==> config.mk <==
export PLATFORM = sky130hd
export DESIGN_NAME = rv_imem_port
export DESIGN_NICKNAME = d
export VERILOG_FILES = /design/src/rtl/rv_imem_port.sv
export SDC_FILE = /design/constraint.sdc
export NUM_CORES = 1
export LEC_CHECK = 0
export CAP_MARGIN = 20
export CORE_ASPECT_RATIO = 1.25
export CORE_UTILIZATION = 42
export DETAILED_ROUTE_END_ITERATION = 16
export PLACE_DENSITY = 0.85
export REMOVE_ABC_BUFFERS = 1
export SETUP_SLACK_MARGIN = 0.15
export SKIP_CTS_REPAIR_TIMING = 1
export SYNTH_ARGS = -nofsm -noshare
export SYNTH_HDL_FRONTEND = slang
export SYNTH_SLANG_ARGS = --single-unit
==> constraint.sdc <==
create_clock -name i_clk -period 2.3 [get_ports i_clk]
set_clock_uncertainty 0.05 [all_clocks]
set_input_delay 0.46 -clock i_clk [delete_from_list [all_inputs] [get_ports i_clk]]
set_output_delay 0.46 -clock i_clk [all_outputs]
set_load 0.01 [all_outputs]
==> src/rtl/rv_imem_port.sv <==
// Instruction-memory responder: sequences a wait-stated synchronous RAM read per fetch and returns one ack pulse.
// Optional macro RV_IMEM_FAULT_EN adds an address range check that answers out-of-range fetches with a fault and a NOP.
module rv_imem_port #(
  parameter logic [31:0] BASE_ADDR   = 32'h0000_0000,
  parameter int          MEM_ADDR_W  = 12,
  parameter int          WAIT_STATES = 0
) (
  input  logic                  i_clk,
  input  logic                  i_reset,
  input  logic                  i_req,
  input  logic [31:2]           i_addr,
  input  logic                  i_flush,
  output logic                  o_ack,
  output logic [31:0]           o_rdata,
  output logic                  o_fault,
  output logic                  o_busy,
  output logic                  o_mem_en,
  output logic [MEM_ADDR_W-1:0] o_mem_addr,
  input  logic [31:0]           i_mem_rdata
);

  typedef enum logic [2:0] {
    ST_IDLE,
    ST_WAIT,
    ST_ISSUE,
    ST_DATA,
    ST_ACK
  } state_t;

  localparam int          WS_M1   = (WAIT_STATES > 0) ? WAIT_STATES - 1 : 0;
  localparam logic [3:0]  WS_LOAD = 4'(WS_M1);
  localparam logic [31:0] NOP     = 32'h0000_0013;

  state_t                state_q, state_d;
  logic [3:0]            cnt_q, cnt_d;
  logic [MEM_ADDR_W-1:0] off_q, offset_d;
  logic                  out_of_range;
  logic                  accept;
  logic                  fault_req;

`ifdef RV_IMEM_FAULT_EN
  logic [29:0] word_off;
  // A modulo-2^30 difference below the base wraps to a huge offset, so one upper-bit test covers both ends.
  assign word_off     = i_addr - BASE_ADDR[31:2];
  assign out_of_range = |word_off[29:MEM_ADDR_W];
  assign offset_d     = word_off[MEM_ADDR_W-1:0];
`else
  assign offset_d     = MEM_ADDR_W'(i_addr - BASE_ADDR[31:2]);
  assign out_of_range = 1'b0;
`endif

  always_comb begin
    state_d   = state_q;
    cnt_d     = cnt_q;
    accept    = 1'b0;
    fault_req = 1'b0;
    case (state_q)
      ST_IDLE: begin
        if (i_req) begin
          accept = 1'b1;
          if (out_of_range) begin
            fault_req = 1'b1;
            state_d   = ST_ACK;
          end else if (WAIT_STATES > 0) begin
            state_d = ST_WAIT;
            cnt_d   = WS_LOAD;
          end else begin
            state_d = ST_ISSUE;
          end
        end
      end
      ST_WAIT: begin
        if (cnt_q == 4'd0) state_d = ST_ISSUE;
        else               cnt_d   = cnt_q - 4'd1;
      end
      ST_ISSUE: state_d = ST_DATA;
      ST_DATA:  state_d = ST_ACK;
      ST_ACK:   state_d = ST_IDLE;
      default:  state_d = ST_IDLE;
    endcase
    // Redirect wins over everything; an ack already showing in ACK is not retracted.
    if (i_flush) begin
      state_d   = ST_IDLE;
      cnt_d     = 4'd0;
      accept    = 1'b0;
      fault_req = 1'b0;
    end
  end

  always_ff @(posedge i_clk or posedge i_reset) begin
    if (i_reset) begin
      state_q <= ST_IDLE;
      cnt_q   <= 4'd0;
      off_q   <= '0;
      o_rdata <= 32'h0;
    end else begin
      state_q <= state_d;
      cnt_q   <= cnt_d;
      if (accept)                         off_q   <= offset_d;
      if (state_q == ST_DATA && !i_flush) o_rdata <= i_mem_rdata;
      if (fault_req)                      o_rdata <= NOP;
    end
  end

`ifdef RV_IMEM_FAULT_EN
  always_ff @(posedge i_clk or posedge i_reset) begin
    if (i_reset) begin
      o_fault <= 1'b0;
    end else begin
      if (state_q == ST_DATA && !i_flush) o_fault <= 1'b0;
      if (fault_req)                      o_fault <= 1'b1;
    end
  end
`else
  assign o_fault = 1'b0;
`endif

  assign o_ack      = (state_q == ST_ACK);
  assign o_busy     = (state_q != ST_IDLE);
  assign o_mem_en   = (state_q == ST_ISSUE);
  assign o_mem_addr = off_q;

endmodule

==> results of run 1 <==
## registers in the layout (all words and copies together), names as in the netlist
name	count
cnt_q	4
o_mem_addr	12
o_rdata	32
state_q	3
## stage by stage
stage | instance area [um^2] | util | hold slack, ns | std cells | total power, W
after CTS | 3230 | 0.673 | 0.464 | 297 | 0.00308
after floorplan | 2050 | - | 0.477 | 130 | 0.00174
after detailed placement | 3120 | 0.650 | 0.441 | 289 | 0.00244
final | 3240 | 0.676 | 0.460 | 297 | 0.00303
after global routing | 3240 | 0.676 | 0.469 | 297 | 0.00319
after global placement | 3120 | 0.650 | 0.439 | 289 | 0.00241
## layout make-up
cell class	instances	area, um^2	share of cell area
clock buffer	5	68.8	0.0212
clock inverter	3	43.8	0.0135
inverter	4	15.0	0.00463
multi-input combinational	75	767	0.236
sequential	51	1280	0.394
tap	60	75.1	0.0231
timing repair buffer	99	996	0.307
## path summary, 6_finish.rpt
path	from	endpoint	cells past startpoint
worst max-delay path	state_q[0]	o_mem_en	2
worst min-delay path	o_mem_addr[10]	o_mem_addr[10]	1
worst max register to register	cnt_q[0]	cnt_q[0]	5
worst min register to register	o_mem_addr[10]	o_mem_addr[10]	1
max in group asynchronous	i_reset	state_q[0]	3
min in group asynchronous	i_reset	o_rdata[21]	3
## routing by layer
layer,global-route usage,wire length [um],share of wire,vias to the layer above
li1,-,-,-,682
met1,0.191,1660,0.38,713
met2,0.277,2160,0.49,64
met3,0.103,508,0.12,5
met4,0.0717,58,0.013,0
met5,0,0,0,-
## power breakdown
group | internal (W) | total, W | switching [W]
Clock | 0.000324 | 0.000616 | 0.000292
Combinational | 0.000744 | 0.00111 | 0.000370
Sequential | 0.00116 | 0.00130 | 0.000141
Total | 0.00223 | 0.00303 | 0.000803
## cell families after synthesis
family / Yosys count
buf+inv: 11
simple gates: 19
other cells: 1
fa+ha+maj: 2
flops: 51
compound gates: 7
mux: 46
## cells in the final DEF (no fill, tap or decap), drive strengths merged
| cell | Yosys | final |
|---|---|---|
| a211oi | 2 | 2 |
| a311oi | 1 | 1 |
| a31o | 1 | 1 |
| a31oi | 1 | 1 |
| and3 | 1 | 1 |
| buf | 6 | 5 |
| bufinv | 0 | 1 |
| clkbuf | 1 | 5 |
| clkdlybuf4s50 | 0 | 92 |
| clkinv | 0 | 2 |
| conb | 1 | 1 |
| dfrtp | 51 | 51 |
| dlymetal6s2s | 0 | 2 |
| ha | 2 | 2 |
| inv | 4 | 4 |
| mux2 | 46 | 46 |
| nand2 | 2 | 2 |
| nand2b | 1 | 1 |
| nand3 | 1 | 1 |
| nand4 | 1 | 1 |
| nor2 | 5 | 5 |
| nor2b | 1 | 1 |
| nor3 | 2 | 2 |
| nor3b | 2 | 2 |
| nor4 | 1 | 1 |
| o21ba | 1 | 1 |
| o311a | 1 | 1 |
| or3 | 1 | 1 |
| or3b | 1 | 1 |
## critical path, cell delays in order (launching register included)
cell and delay [ns]:
dfrtp_2 0.50, nor3b_2 0.20, clkdlybuf4s50_1 0.57
==> metrics.md, run 1 <==
| Metric | Value |
|---|---|
| Post-Synth Adder-Cell Area | `0.0118` |
| Ys async rst share | `1.00` |
| Fill count | `350` |
| DR WL/cell | `14.8 um` |
| Avg Cell Area, Syn | `roughly 15 um^2` |
| Internal reg-to-reg setup slack | `0.59 ns` |
| Detail Placement HPWL | `between 3000 and 4000 um` |
| Max clock buf depth | `2` |
| Kind of critical path | `reg2out` |
| Grt ovf | `0` |
| Setup TNS | `0 ns` |
| Row cnt | `28` |
| Worst Hold Class | `reg2reg` |
| Clock Pin Slew Worst Setup and Hold Paths | `0.09 ns` |
| Worst setup EP type | `output pin` |
| CTS sink cnt | `51` |
| Yosys top cell by area | `dfrtp_1` |
| Data arrival time of the critical path | `1.57 ns` |
| Initial antenna violation count | `0` |
| Xor-xnor portion of the synthesized cell area | `0` |
| Die area | `5320 um^2` |
| Tot GR Track Use | `0.175` |
| Main combinational cell family by area after synthesis | `multiplexers` |
| Layout cells sized above 1 | `0.283` |
| Clk_lat worst skew | `0.30 ns` |
| Synth top area share | `0.604` |
| Final Cycle Share | `0.903` |
| Most common cell in the netlist | `dfrtp_1` |
| Mux share of post-synthesis cell area | `0.263` |
| Total of max-cap violations | `0` |
| Die W | `roughly 65 um` |
| DR iter-0 viols | `16` |
| Vias in the first global route | `around 1500` |
| Initial Utilization | `0.441` |
| Diode count | `0` |
| Minimum clock period | `2.08 ns` |
| Height of the chip | `approximately 81 um` |
| Area Overhead vs Synth | `53.4%` |
| Pre-CTS WS | `0.215 ns` |
| Synth Area in Simple Gates | `0.0562` |
| PwrDens | `935 nW/um^2` |
| Nature of the critical path startpoint | `flip-flop` |
| Yosys reg bits | `51` |
| Antenna Nets Post-Route | `0` |
| Top_reg_cell synth | `dfrtp_1` |
| Top post-synthesis cells by area | `dfrtp_1 (60%), mux2_2 (19%), mux2_4 (7.1%)` |
| CTS tree | `built` |
| Placer congestion estimate | `0.738` |
| Peak supply drop | `around 660 uV` |
| CTS Root Cell | `clkbuf_8` |
| Synth unique cells | `29` |
| Syn Inst Count | `137` |
| First-pass GRT wire length | `6880 um` |
| Synth top cells by count | `dfrtp_1 (51), mux2_2 (36), mux2_4 (10), nor2_1 (5)` |
| Register area share after synthesis | `0.604` |
| IO Port Bufs | `between 90 and 100` |
| CTS Buf Count | `5` |
| # IOs | `114` |
| Initial DRT Pass Iterations | `4` |
| Complex-gate fraction of the synthesized area | `0.0278` |
| Vias per cell | `4.93` |
| DRC | `0` |
| Static leakage | `1.42 nW` |
| Fin. Hold Viols | `0` |
| Largest net degree at the start of global routing | `34` |
| Nets | `between 300 and 400` |
| Setup-failing EPs final | `0` |
| H-tree Lvls | `2` |
| Max-slew violations | `0` |
| Post-Syn Area | `2110 um^2` |
| CP Data Required Time | `between 1.5 and 2 ns` |
| CORE AREA | `4800 um^2` |
| PnR worst setup slack | `0.223 ns` |
| Status | `finished, final reports clean` |
| RSZ-0062 raised after global routing | `yes` |
| Synth warnings | `0` |
| Largest fanout on the critical path | `12` |
| Fmax | `481 MHz` |
| Drt total wl | `4390 um` |
| Via count | `about 1500` |
| EDFF count, synth | `0` |
Power figures use the tool's default switching activity.
==> run 2: changes to the inputs <==
--- a/config.mk
+++ b/config.mk
@@ -8,7 +8,9 @@
 export CAP_MARGIN = 20
 export CORE_ASPECT_RATIO = 1.25
 export CORE_UTILIZATION = 42
+export CTS_CLUSTER_SIZE = 20
 export DETAILED_ROUTE_END_ITERATION = 16
+export MAX_ROUTING_LAYER = met4
 export PLACE_DENSITY = 0.85
 export REMOVE_ABC_BUFFERS = 1
 export SETUP_SLACK_MARGIN = 0.15
==> metrics.md, run 2 (synthesized netlist as in run 1, its figures left out) <==
| Metric | Value |
|---|---|
| DR iter-0 viols | `22` |
| Layout cells sized above 1 | `0.283` |
| Hold Path Depth | `1` |
| Max clock buf depth | `2` |
| Commonest non-fill, non-tap cell in the layout | `clkdlybuf4s50_1` |
| DRC | `0` |
| Worst setup EP type | `output pin` |
| PwrDens | `935 nW/um^2` |
| Kind of critical path | `reg2out` |
| Setup-failing EPs final | `0` |
| Vias per cell | `approximately 4.9` |
| Row cnt | `28` |
| Nature of the critical path startpoint | `flip-flop` |
| Status | `finished, final reports clean` |
| Final design instance area without fill | `3240 um^2` |
| Drt total wl | `around 4400 um` |
| Max-slew violations | `0` |
| Most flops, register | `o_rdata` |
| Height of the chip | `81.3 um` |
| CP Data Required Time | `1.79 ns` |
| Max FFs per register | `32` |
| Clk_lat worst skew | `0.30 ns` |
| IO Port Bufs | `94` |
| Diode count | `0` |
| Clock Pin Slew Worst Setup and Hold Paths | `0.09 ns` |
| Largest fanout on the critical path | `12` |
| Placed inst area | `3120 um^2` |
| Die area | `5320 um^2` |
| Minimum clock period | `2.08 ns` |
| Fill count | `350` |
| Worst-path cell chain | `nor3b_2 -> clkdlybuf4s50_1` |
| Detail Placement HPWL | `about 3300 um` |
| Nets | `304` |
| Critical path's largest stage delay | `0.57 ns` |
| H-tree Lvls | `2` |
| Slowest cell on the critical path | `clkdlybuf4s50_1` |
| Initial DRT Pass Iterations | `4` |
| Initial antenna violation count | `0` |
| Via count | `1458` |
| Largest net degree at the start of global routing | `34` |
| CTS Root Cell | `clkbuf_8` |
| RSZ-0062 raised after global routing | `yes` |
| CTS tree | `built` |
| CTS sink cnt | `51` |
| Static leakage | `1.42 nW` |
| DR WL/cell | `between 10 and 15 um` |
| Most frequent cells in the layout | `clkdlybuf4s50_1 (92), dfrtp_1 (49), mux2_2 (36)` |
| Fmax | `481 MHz` |
| CTS Buf Count | `5` |
| Placer congestion estimate | `0.747` |
| Area Overhead vs Synth | `53.4%` |
| Vias in the first global route | `1515` |
| Peak supply drop | `about 660 uV` |
| Antenna Nets Post-Route | `0` |
| Cells on worst reg2reg path | `5` |
| First-pass GRT wire length | `6910 um` |
| Grt ovf | `0` |
| Worst Hold Class | `reg2reg` |
| Initial Utilization | `0.441` |
| # IOs | `114` |
| Fin. Hold Viols | `0` |
| Tot GR Track Use | `0.181` |
| Die W | `about 65 um` |
| Data arrival time of the critical path | `approximately 1.6 ns` |
| Total of max-cap violations | `0` |
| Final Cycle Share | `0.904` |
| CORE AREA | `4800 um^2` |
| Setup TNS | `0 ns` |
[run 2: cell counts in the layout (fill, tap and decap cells not counted)]
Identical to the previous run, type by type.
[run 2: per-stage QoR]
stage | worst slack (ns) | instances | hold slack, ns | util | total power (W)
3_5_place_dp | 0.215 | 289 | 0.441 | 0.650 | 0.00244
6_report | 0.221 | 297 | 0.460 | 0.676 | 0.00303
2_1_floorplan | 0.307 | 130 | 0.477 | - | 0.00174
5_1_grt | 0.140 | 297 | 0.469 | 0.676 | 0.00319
3_3_place_gp | 0.237 | 289 | 0.439 | 0.650 | 0.00241
4_1_cts | 0.0718 | 297 | 0.464 | 0.673 | 0.00308
[run 2: layout make-up]
| type | count | area (um^2) | share of cell area |
|---|---|---|---|
| Sequential cell | 51 | 1280 | 0.394 |
| Timing Repair Buffer | 99 | 996 | 0.307 |
| Multi-Input combinational cell | 75 | 767 | 0.236 |
| Tap cell | 60 | 75.1 | 0.0231 |
| Clock buffer | 5 | 68.8 | 0.0212 |
| Clock inverter | 3 | 43.8 | 0.0135 |
| Inverter | 4 | 15.0 | 0.00463 |
[run 2: final timing paths]
check / from / end / slack [ns]
max in group asynchronous: i_reset / state_q[0] / 1.42
min in group asynchronous: i_reset / o_rdata[21] / 0.47
min reg2reg: o_mem_addr[10] / o_mem_addr[10] / 0.46
max: state_q[0] / o_mem_en / 0.22
max reg2reg: cnt_q[0] / cnt_q[0] / 0.59
min: o_mem_addr[10] / o_mem_addr[10] / 0.46
[run 2: report_power, final]
part / total, W / switching, W / internal [W]
Combinational: 0.00111 / 0.000369 / 0.000744
Sequential: 0.00130 / 0.000141 / 0.00116
Clock: 0.000618 / 0.000294 / 0.000324
[run 2: worst max-delay path: cells and delay by family (launching register included)]
kind	cells	cell delay, ns
buf+inv	1	0.57
simple gates	1	0.21
flops	1	0.50
[run 2: per-layer routing]
metal  track usage  routed length, um
met1         0.209               1800
met2         0.276               2170
met3        0.0772                385
met4        0.0717                 43
met5             -                  0
